[src/rtl/led_breathe_pkg.sv]
// Shared definitions for the breathing-LED driver.
//   - Sequencer state encoding (2 bits, also exported on the STATE debug port)
//   - hold_w(): width of the hold-phase tick counter
package led_breathe_pkg;

  typedef logic [1:0] state_t;

  localparam state_t ST_RAMP_UP   = 2'd0;
  localparam state_t ST_HOLD_HI   = 2'd1;
  localparam state_t ST_RAMP_DOWN = 2'd2;
  localparam state_t ST_HOLD_LO   = 2'd3;

  // Counter only needs to reach ticks-1; keep at least one bit so HOLD_TICKS=1 still
  // yields a legal vector.
  function automatic int hold_w(input int ticks);
    return (ticks <= 1) ? 1 : $clog2(ticks);
  endfunction

endpackage

[src/rtl/pwm_shadow_out.sv]
// Double-buffered PWM output stage.
//   CLK   : clock, rising edge
//   RESET : asynchronous active-high reset
//   EN    : run enable; 0 holds counter/shadow and drives LED low
//   LEVEL : requested duty (W bits), sampled into the shadow at period end
//   LED   : registered PWM output, duty = shadow / 2^W
module pwm_shadow_out #(
  parameter int W = 8
) (
  input  logic         CLK,
  input  logic         RESET,
  input  logic         EN,
  input  logic [W-1:0] LEVEL,
  output logic         LED
);

  logic [W-1:0] pwm_cnt_q;
  logic [W-1:0] shadow_q;
  logic         led_q;
  logic         wrap;

  // Last cycle of the period: the next cycle starts a fresh period with the new duty.
  assign wrap = &pwm_cnt_q;

  always_ff @(posedge CLK or posedge RESET) begin
    if (RESET) begin
      pwm_cnt_q <= '0;
      shadow_q  <= '0;
      led_q     <= 1'b0;
    end else if (EN) begin
      pwm_cnt_q <= pwm_cnt_q + 1'b1;
      if (wrap) shadow_q <= LEVEL;
      // Compare uses the pre-update count and shadow, so a shadow load never
      // produces a runt pulse within the period it lands in.
      led_q     <= (pwm_cnt_q < shadow_q);
    end else begin
      led_q     <= 1'b0;
    end
  end

  assign LED = led_q;

endmodule

[src/rtl/led_breathe.sv]
// Breathing-LED driver: ramps a brightness level up, holds, ramps down, holds,
// advancing one step per TICK strobe, and feeds the level to a PWM stage.
//   CLK   : clock, rising edge
//   RESET : asynchronous active-high reset
//   TICK  : one-cycle rate strobe from the upstream counter carry
//   EN    : run enable; 0 freezes everything and forces LED low
//   LED   : registered PWM output
//   LEVEL : current brightness level (PWM_BITS)
//   STATE : sequencer state (debug)
module led_breathe
  import led_breathe_pkg::*;
#(
  parameter int PWM_BITS   = 8,
  parameter int HOLD_TICKS = 16
) (
  input  logic                CLK,
  input  logic                RESET,
  input  logic                TICK,
  input  logic                EN,
  output logic                LED,
  output logic [PWM_BITS-1:0] LEVEL,
  output logic [1:0]          STATE
);

  localparam int                  HW        = hold_w(HOLD_TICKS);
  localparam logic [HW-1:0]       HOLD_LAST = HW'(HOLD_TICKS - 1);
  localparam logic [PWM_BITS-1:0] LVL_MAX   = '1;

  state_t              state_q, state_d;
  logic [PWM_BITS-1:0] level_q, level_d;
  logic [HW-1:0]       hold_q,  hold_d;

  // Level saturation is handled by leaving the ramp state at the end point,
  // so the +1/-1 below never wraps.
  always_comb begin
    state_d = state_q;
    level_d = level_q;
    hold_d  = hold_q;
    if (TICK && EN) begin
      case (state_q)
        ST_RAMP_UP: begin
          if (level_q == LVL_MAX) begin
            state_d = ST_HOLD_HI;
            hold_d  = '0;
          end else begin
            level_d = level_q + 1'b1;
          end
        end
        ST_HOLD_HI: begin
          if (hold_q == HOLD_LAST) state_d = ST_RAMP_DOWN;
          else                     hold_d  = hold_q + 1'b1;
        end
        ST_RAMP_DOWN: begin
          if (level_q == '0) begin
            state_d = ST_HOLD_LO;
            hold_d  = '0;
          end else begin
            level_d = level_q - 1'b1;
          end
        end
        default: begin // ST_HOLD_LO
          if (hold_q == HOLD_LAST) state_d = ST_RAMP_UP;
          else                     hold_d  = hold_q + 1'b1;
        end
      endcase
    end
  end

  always_ff @(posedge CLK or posedge RESET) begin
    if (RESET) begin
      state_q <= ST_RAMP_UP;
      level_q <= '0;
      hold_q  <= '0;
    end else begin
      state_q <= state_d;
      level_q <= level_d;
      hold_q  <= hold_d;
    end
  end

  pwm_shadow_out #(.W(PWM_BITS)) u_pwm (
    .CLK   (CLK),
    .RESET (RESET),
    .EN    (EN),
    .LEVEL (level_q),
    .LED   (LED)
  );

  assign LEVEL = level_q;
  assign STATE = state_q;

endmodule

[config.mk]
export PLATFORM = sky130hd
export DESIGN_NAME = led_breathe
export DESIGN_NICKNAME = d
export VERILOG_FILES = /design/src/rtl/led_breathe_pkg.sv /design/src/rtl/pwm_shadow_out.sv /design/src/rtl/led_breathe.sv
export SDC_FILE = /design/constraint.sdc
export NUM_CORES = 1
export LEC_CHECK = 0
export ABC_AREA = 1
export CAP_MARGIN = 10
export CORE_UTILIZATION = 57
export DETAILED_ROUTE_END_ITERATION = 8
export DONT_BUFFER_PORTS = 1
export GPL_ROUTABILITY_DRIVEN = 0
export PLACE_DENSITY = 0.73
export SLEW_MARGIN = 25
export SYNTH_ARGS = -nofsm -noshare
export SYNTH_HDL_FRONTEND = slang
export SYNTH_SLANG_ARGS = --single-unit
[constraint.sdc]
create_clock -name CLK -period 1.8 [get_ports CLK]
set_input_delay 0.09 -clock CLK [delete_from_list [all_inputs] [get_ports CLK]]
set_output_delay 0.09 -clock CLK [all_outputs]
set_load 0.01 [all_outputs]
-- Word-level counts from Yosys, hierarchy flattened
Index checks and enable logic that the tools add are counted.
- $add $sub $neg: 4
- multipliers: 0
- div/mod/pow operators: 0
- order comparisons: 1
- equality and inequality tests: 10
- shift-type cells: 0
- mux-type cells: 13
- bitwise logic cells: 0
- reductions and logical operators: 9
- operators by type and width (cell ; number):
    $add A8 B1 Y8 const B ; 2
    $mux W8 ; 2
    $pmux W8 S2 ; 1
    $mux W4 ; 3
    $ne A2 B2 Y1 const B ; 5
    $reduce_and A9 Y1 ; 1
    $eq A8 B8 Y1 const B ; 1
    $logic_not A8 Y1 ; 1
    $lt A8 B8 Y1 ; 1
    $mux W2 ; 4
    $pmux W4 S2 ; 1
    $reduce_and A4 Y1 ; 2
    $sub A8 B1 Y8 const B ; 1
    $pmux W2 S3 ; 1
    $reduce_and A5 Y1 ; 1
    $add A4 B1 Y4 const B ; 1
    $eq A4 B4 Y1 const B ; 1
    $ne A3 B1 Y1 const B ; 1
    $reduce_bool A3 Y1 ; 1
    $eq A2 B1 Y1 const B ; 1
    $eq A2 B2 Y1 const B ; 1
    $logic_not A2 Y1 ; 1
    $reduce_bool A2 Y1 ; 1
    $logic_and A1 B1 Y1 ; 1
    $mux W1 ; 1
- register bits after elaboration: 31
- bits in latches: 0
- memory bits (writable): 0
- memory bits (read-only): 0
- input port bits: 4
- output and inout port bits: 11
- word-level logic and storage cells: 43
- memories kept: 0

-- Longest topological paths before layout
- word-level depth: 3
- gate-level depth with buffers: 13
- depth with buffers taken out: 13

-- Modules after synthesis
A second synthesis with hierarchy kept.
- cell total of the unflattened synthesis: 292
- area, all modules: 2183.3 um^2
- by module, submodules not included (module ; instances ; cells each ; area an instance (um^2) ; sequential area each (um^2)):
    led_breathe ; 1 ; 177 ; 1214.9 ; 350.3
    pwm_shadow_out ; 1 ; 115 ; 968.4 ; 425.4

-- Least setup slack after synthesis
No wires, ideal clock.
- path type: register -> register
- start: register state_q[0] (netlist: STATE[0])
- end: register level_q[6] (netlist: LEVEL[6])
- library setup time: 117 ps
- arrival: 1900 ps
- required time: 1683 ps
- setup slack: -217 ps
- cell stages (with the launch flop): 12
- path buffers: 1
- period minus slack after synthesis: 2017 ps
- cell sequence: dfrtp_1 inv_1 ha_1 buf_6 nand2_1 and2_1 ha_1 a21oi_1 nand3b_1 nand3_1 nand3_1 nand2_1
- word-level cells in the longest chain between the ends: 3
- elaborated cells on any way between the ends: 7
- classes of those cells: eq/ne (3); mux (1); reduce/logical (3)
- ends and longest elaborated chain (element ; RTL line ; text):
    from (decl) ; led_breathe.sv:29 ; state_t state_q, state_d;
    from (signal assigned) ; led_breathe.sv:75 ; state_q <= state_d;
    $eq A2 B2 Y1 / $logic_not A2 Y1 (equally long branches) ; led_breathe.sv:40 ; case (state_q)
    $ne A2 B2 Y1 (no line) / $reduce_bool A2 Y1 (equally long branches) ; - ;
    $reduce_and A4 Y1 (no line) ; - ;
    to (signal assigned) ; led_breathe.sv:76 ; level_q <= level_d;
    to (decl) ; led_breathe.sv:30 ; logic [PWM_BITS-1:0] level_q, level_d;
Several ways; a longest one is shown, not always the timed one.
A chain may end at the register's enable or synchronous reset.

-- Worst setup path after layout
Same ends and word-level chain as after synthesis.

==> results.md <==
- Synth top cells by count: 91 x nand2_1, 40 x inv_1, 31 x dfrtp_1, 21 x nand3_1, 15 x ha_1
- PwrDens: 945 mW/mm²
- Total GRT Usage: 0.239
- Die Wd: 62.9 µm
- Kind of end point of the critical path: flip-flop
- Post-synth top area share: 0.367
- WS Path Type: flip-flop to flip-flop
- Post-synth EDFFs: 0
- Leakage: 1.22 nW
- Slowest stage cell, crit path: dfrtp_2
- RSZ-0062 raised after global routing: true
- Hold WS: 0.0153 ns
- WL per Instance: 11.8 µm
- NumNets Final: 317
- Final hold vios: 0
- Clock share of power: 0.240
- H-tree depth: 2
- Initial antenna violation count: 0
- Drt initial violations: 59
- Synth warn: 0
- Synth Instances: 282
- Layout cell share with drive strength beyond 1: 0.181
- Length of the first detailed-routing pass in iterations: 4
- CP Data Required Time: 1.99 ns
- CP peak stage delay: 0.38 ns
- Max frequency: 604 MHz
- Ranking of synthesized cells by area: dfrtp_1 37%, nand2_1 16%, ha_1 8.9%
- Dpl cells: 335
- Crit-path cells: inv_4 -> ha_4 -> inv_2 -> nand2_1 -> and2_1 -> ha_1 -> a21oi_2 -> nand3b_1 -> nand3_1 -> nand3_1 -> nand2_1
- Core Region: 0.00344 mm²
- Critical path arrival: 1.84 ns
- Status: finished, final reports clean
- Total of max-cap violations: 0
- Total power: 0.00221 W
- Peak VDD IR: 450 µV
- Vias in the first global route: 1702
- Critical Path Fanout Max: 5
- Die Height: 62.9 µm
- Pin count of the biggest net entering global routing: 32
- Initial Util: 0.614
- Worst-path clk slew: 0.07 ns
- Util after Layout: 0.681
- Design Area, Final: 0.00234 mm²
- Die Area: 0.00396 mm²
- Root buf cell: clkbuf_8
- Mapped cell area: 0.00211 mm²
- Reg power frac: 0.453
- First-pass GRT wire length: 7360 µm
- # DRC: 0
- Dominant cell type by area after synthesis: dfrtp_1
- Area Growth Syn to Fin: 10.8%
- Drt total wl: 4060 µm
- Async S/R FF share, synth: 1.00
- Minimum clock period after layout: 1.66 ns
- Internal power: 0.00135 W
- Synth Register Bits: 31
- Worst Hold Class: input port to flip-flop
- Seq/Total Area, Yosys: 0.367
- Worst skew pair latency: 0.29 ns
- Filler Cells Inserted: 302
- Prevailing post-synth register cell: dfrtp_1
- Final setup fails: 0
- Detailed Place HPWL: 3010 µm
- Syn Nets: 301
- Setup Buffers After CTS: 0
- Worst-margin pin slew: 0.403 ns
- Clock Tree Buf Depth: 2
- Final Cycle Share: 0.920
- Post-Syn Area per Cell: 7.50 µm²
- Row count: 21
- Relative slew slack: 0.731
- GRT Residual Overflow: 0
- P_sw: 0.000861 W
- Switching Fraction: 0.389
- Post-Layout Cell Count: 345
- Routed via count: 1713
- Worst setup SP type: flip-flop
- Num Clock Sinks: 31
- CTS tree: built
- Placement Cell Area: 0.00224 mm²
- Skew final: 0.00718 ns
- Ant. Diodes: 0
- Antenna Nets Post-Route: 0
- Top-count cell post-synth: nand2_1
- I/O Pins: 15
- Port Buffers: 0
- Slew Viols, Final: 0
- Combinational share of power: 0.307
- Total CTS buffers: 5
- Vias per cell: 4.97
- Synth cell types: 30
## metal layers
metal	wire length (µm)	global-route usage
met5	0	0
met4	77	0.0698
met3	135	0.0693
met2	1850	0.399
met1	1990	0.296
## worst paths after layout
path | start | endpoint | slack, ns | cells after the start
max in group asynchronous | RESET | STATE[0] | 1.16 | 3
max reg2reg | STATE[0] | LEVEL[6] | 0.14 | 11
min | EN | u_pwm.pwm_cnt_q[2] | 0.02 | 3
min in group asynchronous | RESET | u_pwm.pwm_cnt_q[4] | 0.33 | 3
max | STATE[0] | LEVEL[6] | 0.14 | 11
min reg2reg | u_pwm.shadow_q[1] | u_pwm.shadow_q[1] | 0.48 | 2
## critical path: cells and delay by family (launching register included)
kind                       cells  cell delay (ns)
AOI/OAI and AO/OA              1             0.17
buffers and inverters          2             0.10
DFF                            1             0.38
adders and majority gates      2             0.35
and+or+nand+nor                6             0.57
## power by group through the flow
stage          clock network, W  logic (W)  registers, W
2_1_floorplan                 0   0.000528      0.000979
3_3_place_gp                  0   0.000651       0.00101
3_5_place_dp                  0   0.000673       0.00102
4_1_cts                0.000540   0.000683       0.00100
5_1_grt                0.000580   0.000814       0.00103
6_report               0.000531   0.000679       0.00100
## area by class of cell
type | count | area, µm² | share of cell area
inverters | 48 | 183 | 0.0779
clock buffers | 7 | 76.3 | 0.0326
repair buffers | 14 | 110 | 0.0470
flip-flops and latches | 31 | 777 | 0.332
multi-input cells | 198 | 1130 | 0.484
well taps | 46 | 57.6 | 0.0246
clock inverters | 1 | 5.00 | 0.00214
## stage by stage
step / worst slack (ns) / setup TNS (ns)
6_report: 0.145 / 0
5_1_grt: -0.00853 / -0.00853
4_1_cts: 0.114 / 0
3_5_place_dp: 0.121 / 0
3_3_place_gp: 0.164 / 0
2_1_floorplan: 0.00296 / 0
## cells in the final DEF (no fill, tap or decap), drive strengths merged
cell / instances
nand2: 96
inv: 47
dfrtp: 31
nand3: 22
o21ai: 19
ha: 15
nor2: 15
buf: 12
xor2: 10
clkbuf: 7
nor3: 6
a21oi: 4
nand4: 3
or2: 2
dlygate4sd3: 2
clkinv: 2
o21bai: 1
nand3b: 1
xnor2: 1
and2: 1
a211oi: 1
nor3b: 1
## logic make-up after synthesis
logic type / after synthesis / synth area share
buf+inv: 53 / 0.105
fa+ha+maj: 15 / 0.0888
simple gates: 147 / 0.312
flops: 31 / 0.367
xor+xnor: 11 / 0.0456
compound gates: 25 / 0.0811
## registers in the layout, summed over array words and instances (netlist names)
signal and flops:
hold_q 4, u_pwm.shadow_q 8, STATE 2, LEVEL 8, u_pwm.pwm_cnt_q 8, u_pwm.LED 1
## timing repair
| item | 4_1_cts | 5_1_grt |
|---|---|---|
| hold buffers | 2 | 0 |
| endpoints found under the hold margin | 34 | 0 |
| gates resized for setup | 0 | 2 |
| setup endpoints to repair | 0 | 3 |
Note: power is estimated with default switching activity, not from simulation.
